`src/rtl/uart_tx_arbiter.sv`:
```
`default_nettype none
// ============================================================================
// Module   : uart_tx_arbiter
// Purpose  : Round-robin, burst-locking arbiter sharing one UART byte
//            transmitter among NUM_REQ requesters.
// Revision : 1.0 - initial release
// ============================================================================
module uart_tx_arbiter #(
    parameter int NUM_REQ      = 4,
    parameter int DATA_W       = 8,
    parameter int MAX_BURST    = 16,
    parameter int IDLE_TIMEOUT = 64
) (
    input  logic                       clk,
    input  logic                       reset,
    input  logic [NUM_REQ-1:0]         req_valid,
    input  logic [NUM_REQ*DATA_W-1:0]  req_data,
    input  logic [NUM_REQ-1:0]         req_last,
    output logic [NUM_REQ-1:0]         req_ready,
    output logic [DATA_W-1:0]          tx_data,
    output logic                       tx_valid,
    input  logic                       tx_ready,
    output logic                       grant_active,
    output logic [$clog2(NUM_REQ)-1:0] grant_id
);

    localparam int ID_W = $clog2(NUM_REQ);
    localparam int BC_W = $clog2(MAX_BURST + 1);
    localparam int TC_W = $clog2(IDLE_TIMEOUT + 1);

    localparam logic [ID_W-1:0] c_last_id   = ID_W'(NUM_REQ - 1);
    localparam logic [BC_W-1:0] c_burst_end = BC_W'(MAX_BURST - 1);
    localparam logic [TC_W-1:0] c_idle_end  = TC_W'(IDLE_TIMEOUT - 1);

    typedef enum logic [0:0] {
        ST_IDLE    = 1'b0,
        ST_GRANTED = 1'b1
    } state_t;

    state_t            r_state;
    logic [ID_W-1:0]   r_grant_id;
    logic [ID_W-1:0]   r_rr_ptr;
    logic [BC_W-1:0]   r_burst_cnt;
    logic [TC_W-1:0]   r_idle_cnt;

    logic              w_any_valid;
    logic [ID_W-1:0]   w_pick;
    logic              w_g_valid;
    logic              w_g_last;
    logic [DATA_W-1:0] w_g_data;
    logic              w_hs;
    logic              w_release;
    logic [ID_W-1:0]   w_next_ptr;

    // Indices at/after the pointer outrank those before it; lowest index wins within each group.
    always_comb begin
        w_pick = r_rr_ptr;
        for (int i = NUM_REQ - 1; i >= 0; i--) begin
            if (req_valid[i] && (ID_W'(i) < r_rr_ptr)) begin
                w_pick = ID_W'(i);
            end
        end
        for (int i = NUM_REQ - 1; i >= 0; i--) begin
            if (req_valid[i] && (ID_W'(i) >= r_rr_ptr)) begin
                w_pick = ID_W'(i);
            end
        end
    end

    always_comb begin
        w_g_valid = 1'b0;
        w_g_last  = 1'b0;
        w_g_data  = '0;
        req_ready = '0;
        for (int i = 0; i < NUM_REQ; i++) begin
            if (r_grant_id == ID_W'(i)) begin
                w_g_valid    = req_valid[i];
                w_g_last     = req_last[i];
                w_g_data     = req_data[i*DATA_W +: DATA_W];
                req_ready[i] = grant_active & tx_ready;
            end
        end
    end

    assign w_any_valid  = |req_valid;
    assign grant_active = (r_state == ST_GRANTED);
    assign grant_id     = r_grant_id;
    assign tx_valid     = grant_active & w_g_valid;
    assign tx_data      = tx_valid ? w_g_data : '0;
    assign w_hs         = tx_valid & tx_ready;
    assign w_next_ptr   = (r_grant_id == c_last_id) ? '0 : r_grant_id + 1'b1;
    assign w_release    = grant_active &
                          ((w_hs & (w_g_last | (r_burst_cnt == c_burst_end))) |
                           (~w_g_valid & (r_idle_cnt == c_idle_end)));

    always_ff @(posedge clk) begin
        if (reset) begin
            r_state     <= ST_IDLE;
            r_grant_id  <= '0;
            r_rr_ptr    <= '0;
            r_burst_cnt <= '0;
            r_idle_cnt  <= '0;
        end else begin
            case (r_state)
                ST_IDLE: begin
                    r_burst_cnt <= '0;
                    r_idle_cnt  <= '0;
                    if (w_any_valid) begin
                        r_grant_id <= w_pick;
                        r_state    <= ST_GRANTED;
                    end
                end
                ST_GRANTED: begin
                    if (w_release) begin
                        r_state     <= ST_IDLE;
                        r_rr_ptr    <= w_next_ptr;
                        r_burst_cnt <= '0;
                        r_idle_cnt  <= '0;
                    end else if (w_hs) begin
                        if (r_burst_cnt < c_burst_end) begin
                            r_burst_cnt <= r_burst_cnt + 1'b1;
                        end
                        r_idle_cnt <= '0;
                    end else if (!w_g_valid) begin
                        // A stalled-but-valid requester never advances the idle count.
                        if (r_idle_cnt < c_idle_end) begin
                            r_idle_cnt <= r_idle_cnt + 1'b1;
                        end
                    end
                end
                default: begin
                    r_state <= ST_IDLE;
                end
            endcase
        end
    end

endmodule
`default_nettype wire
```
`config.mk`:
```
export PLATFORM = sky130hd
export DESIGN_NAME = uart_tx_arbiter
export DESIGN_NICKNAME = d
export VERILOG_FILES = /design/src/rtl/uart_tx_arbiter.sv
export SDC_FILE = /design/constraint.sdc
export NUM_CORES = 1
export LEC_CHECK = 0
export CORE_MARGIN = 2
export CORE_UTILIZATION = 38
export DETAILED_ROUTE_END_ITERATION = 6
export GPL_ROUTABILITY_DRIVEN = 0
export PLACE_DENSITY_LB_ADDON = 0.15
export SLEW_MARGIN = 0
export SYNTH_ARGS = -nofsm -noshare
export SYNTH_HDL_FRONTEND = slang
export SYNTH_SLANG_ARGS = --single-unit
```
`constraint.sdc`:
```
create_clock -name clk -period 1.8 [get_ports clk]
set_input_delay 0.36 -clock clk [delete_from_list [all_inputs] [get_ports clk]]
set_output_delay 0.36 -clock clk [all_outputs]
set_load 0.005 [all_outputs]
```
==> run_results.csv, run 1 <==
group,metric,value,unit
status,outcome,"finished, violations left",
status,violations,"negative setup slack",
global_routing,overflow,0,
routing,dr.pass1.iters,4,
worst_setup_path,reg2regPathDepth,9,
logic_synthesis,synth-seq-cells,17,
layout,final_layout_size_suffix_gt1_frac,0.389,
routing,drtIter0Drc,95,
logic_synthesis,synthTopCellsByArea,"dfxtp_1, a21oi_1, ha_1, a221oi_1, nor2_1",
logic_synthesis,synth-edff-count,0,
clock_network,cts-buffers-inserted,3,
logic_synthesis,syn_nets,232,
timing,slew_viol_final,0,
logic_synthesis,synth_commonest_cells,"a21oi_1, nor2_1, dfxtp_1",
routing,num_vias,1764,
layout,diodes,0,
power,power_density,521,nW/um2
layout,post-route-util,0.784,
power,p_comb_frac,0.549,
global_routing,grt_pass1_vias,1764,
routing,vias_per_cell,5.33,
power,swShare,0.351,
worst_setup_path,worstReg2RegStart,"grant_id[0]$_SDFFE_PP0P_",
clock_network,clk_path_buf_depth,2,
timing,finalWorstSetupSlack,-0.553,ns
routing,wl_per_cell,14.9,um
floorplanning,ios,59,
logic_synthesis,synthCells,182,
global_routing,grt_pass1_wl,7910,um
layout,num-nets-final,336,
routing,drc,0,
floorplanning,core,3390,um2
floorplanning,fp.dieH,63.9,um
place,dp_cells,304,
timing,worst_pin_slew,0.384,ns
layout,final-instance-count-excl-fill,331,
worst_setup_path,crit_type,"flip-flop to output port",
logic_synthesis,yosysTopAreaCell,"dfxtp_1",
clock_network,htreeDepth,1,
floorplanning,die_area,4090,um2
power,leakagePower,1.11,nW
timing,setup_viol,27,
worst_setup_path,cp_max_fo,4,
flow_run,drv_cap,0,
worst_setup_path,r2r_end,"r_rr_ptr[0]$_SDFFE_PP0P_",
routing,ant_nets,0,
hold_path,whs_path_depth,2,
place,portBuffers,58,
global_routing,antenna_found_initial,0,
layout,area_growth,94.7,%
logic_synthesis,synth_area_per_cell,7.50,um2
clock_network,path_clk_slew,0.10,ns
clock_network,clock_latency,0.30,ns
clock_network,clock_sinks,17,
logic_synthesis,async_reset_ff_frac,0,
worst_setup_path,worst-r2r-setup-slack,-0.29,ns
floorplanning,start_util,0.403,
power,seqPwrFrac,0.296,
worst_setup_path,worst_ep_arrival_time,1.99,ns
logic_synthesis,synth_area,1370,um2
layout,design_area,2660,um2
logic_synthesis,synth_top_area_frac,0.249,
hold_path,hp-start,"r_idle_cnt[5]$_SDFFE_PP0P_",
timing,fin_crit_sh,1.31,
worst_setup_path,required,1.44,ns
timing,rsz0062_at_grt,"yes",
timing,final_hold_viol_count,0,
timing,clock.fmax,0.425,GHz
clock_network,hold_buffers,0,
clock_network,cts_tree,"done",
logic_synthesis,synth_cell_types,39,
worst_setup_path,cp-start-kind,"flip-flop",
timing,finalCriticalPeriod,2.35,ns
hold_path,hold_path_end,"r_idle_cnt[5]$_SDFFE_PP0P_",
clock_network,cts_root_buf,"clkbuf_4",
timing,skew,0.00108,ns
hold_path,hold_path_class,"flip-flop to flip-flop",
worst_setup_path,end_kind,"output port",
place,placed_cell_area,2220,um2
floorplanning,die_w,63.9,um
place,hpwl,3280,um
power,power.net_switching,0.000486,W
global_routing,grt_max_degree,19,
power,p_int,0.000899,W
floorplanning,row_count,21,
logic_synthesis,synth_warnings,0,
power,clkPwrFrac,0.155,
logic_synthesis,synth.most_common_cell,"a21oi_1",
power,ir_drop,0.000510,V
routing,wl,4940,um
global_routing,grt_usage,0.239,
timing,timing.slew.headroom,0.741,
logic_synthesis,ys.flop_type,"dfxtp_1",
logic_synthesis,synth_seq_area_share,0.249,
==> worst max-delay path, cell delays in order (launching register included) <==
cell      delay [ns]
dfxtp_4         0.41
inv_4           0.05
buf_6           0.11
ha_4            0.17
nor3b_4         0.16
a221oi_4        0.26
buf_4           0.18
nand2_4         0.06
buf_6           0.12
nor2_1          0.07
buf_2           0.11
==> power by group through the flow <==
| stage | Combinational, W | Clock (W) | Sequential, W |
|---|---|---|---|
| after global placement | 0.000541 | 0 | 0.000412 |
| after floorplan | 0.000255 | 0 | 0.000417 |
| after CTS | 0.000654 | 0.000219 | 0.000411 |
| after global routing | 0.000818 | 0.000240 | 0.000411 |
| after detailed placement | 0.000548 | 0 | 0.000413 |
| final | 0.000761 | 0.000214 | 0.000410 |
==> placed cells by master (no fill, tap or decap), drive strengths merged <==
cell type,instances
clkdlybuf4s50,44
a21o,2
nand4,1
o41ai,1
clkbuf,7
a21boi,1
xor2,1
a41oi,2
and3,5
nor2b,10
inv,12
nand2b,1
a311oi,1
nand2,13
o2111ai,2
o22ai,1
and4,2
buf,59
nor3,11
or2,1
dfxtp,17
mux2i,6
o21ai,2
ha,7
and2,1
a211oi,1
nand3b,6
a221oi,9
a31o,1
o221ai,1
nor3b,1
o21a,1
nor2,18
a211o,2
nand3,10
a221o,2
a21oi,23
==> registers in the layout, summed over array words and instances, names as in the netlist <==
name and count:
grant_active 1, r_rr_ptr 2, r_idle_cnt 7, r_burst_cnt 5
grant_id 2
==> worst max-delay path by stage <==
stage | slack [ns] | from | cells after the start | to
2_1_floorplan | -0.06 | grant_id[1]$_SDFFE_PP0P_ | 7 | r_rr_ptr[0]$_SDFFE_PP0P_
3_3_place_gp | -0.69 | req_valid[0] | 6 | tx_data[1]
3_5_place_dp | -0.74 | req_valid[0] | 6 | tx_data[1]
4_1_cts | -0.54 | grant_id[0]$_SDFFE_PP0P_ | 10 | tx_data[7]
5_1_grt | -0.66 | grant_id[1]$_SDFFE_PP0P_ | 10 | tx_data[3]
6_report | -0.55 | grant_id[0]$_SDFFE_PP0P_ | 10 | tx_data[3]
==> timing repair <==
action	in CTS	in global routing
buffers inserted	16	7
pin swaps	17	17
setup endpoints to repair	29	29
gates resized for setup	78	40
gates cloned	2	0
==> area by class of cell <==
cell class,instances,area (um2)
multi-input combinational,146,1190
timing repair buffer,106,983
fill,220,732
sequential,17,352
tap,46,57.6
inverter,12,50.0
clock buffer,4,26.3
==> per-layer routing <==
layer	GRT usage	routed length [um]	vias up
li1	-	-	885
met1	0.285	2110	804
met2	0.419	2440	61
met3	0.0493	248	14
met4	0.0870	136	0
met5	0	0	-
==> cell families (layout without fill, tap and decap cells) <==
| kind of cell | Yosys count | count (layout) | share of synthesized area |
|---|---|---|---|
| multiplexers | 6 | 6 | 0.0467 |
| flip-flops | 17 | 17 | 0.249 |
| AND/OR/NAND/NOR | 79 | 80 | 0.302 |
| buffers and inverters | 20 | 122 | 0.0577 |
| AO/OA/AOI/OAI | 52 | 52 | 0.274 |
| adder cells (fa/ha/maj) | 7 | 7 | 0.0642 |
| XOR/XNOR | 1 | 1 | 0.00642 |
==> per-stage QoR <==
stage               TNS, ns  total power (W)  setup WS, ns  hold slack [ns]
global placement     -12.99         0.000954        -0.690            0.436
detailed placement   -13.83         0.000961        -0.735            0.449
floorplan            -0.183         0.000672       -0.0606            0.419
global route          -9.43          0.00147        -0.656            0.481
CTS                   -7.80          0.00128        -0.545            0.464
finish                -7.33          0.00139        -0.553            0.470
Power figures use the tool's default switching activity.
==> run 2: changes to the inputs <==
--- a/config.mk
+++ b/config.mk
@@ -10,7 +10,7 @@
 export DETAILED_ROUTE_END_ITERATION = 6
 export GPL_ROUTABILITY_DRIVEN = 0
 export PLACE_DENSITY_LB_ADDON = 0.15
-export SLEW_MARGIN = 0
+export SLEW_MARGIN = 20
 export SYNTH_ARGS = -nofsm -noshare
 export SYNTH_HDL_FRONTEND = slang
 export SYNTH_SLANG_ARGS = --single-unit
==> results of run 2 <==
Final layout, timing and power as in run 1 (identical DEF).
==> run 3: changes to the inputs <==
--- a/config.mk
+++ b/config.mk
@@ -5,6 +5,7 @@
 export SDC_FILE = /design/constraint.sdc
 export NUM_CORES = 1
 export LEC_CHECK = 0
+export CAP_MARGIN = 40
 export CORE_MARGIN = 2
 export CORE_UTILIZATION = 38
 export DETAILED_ROUTE_END_ITERATION = 6
==> results of run 3 <==
Final layout, timing and power as in run 1 (identical DEF).
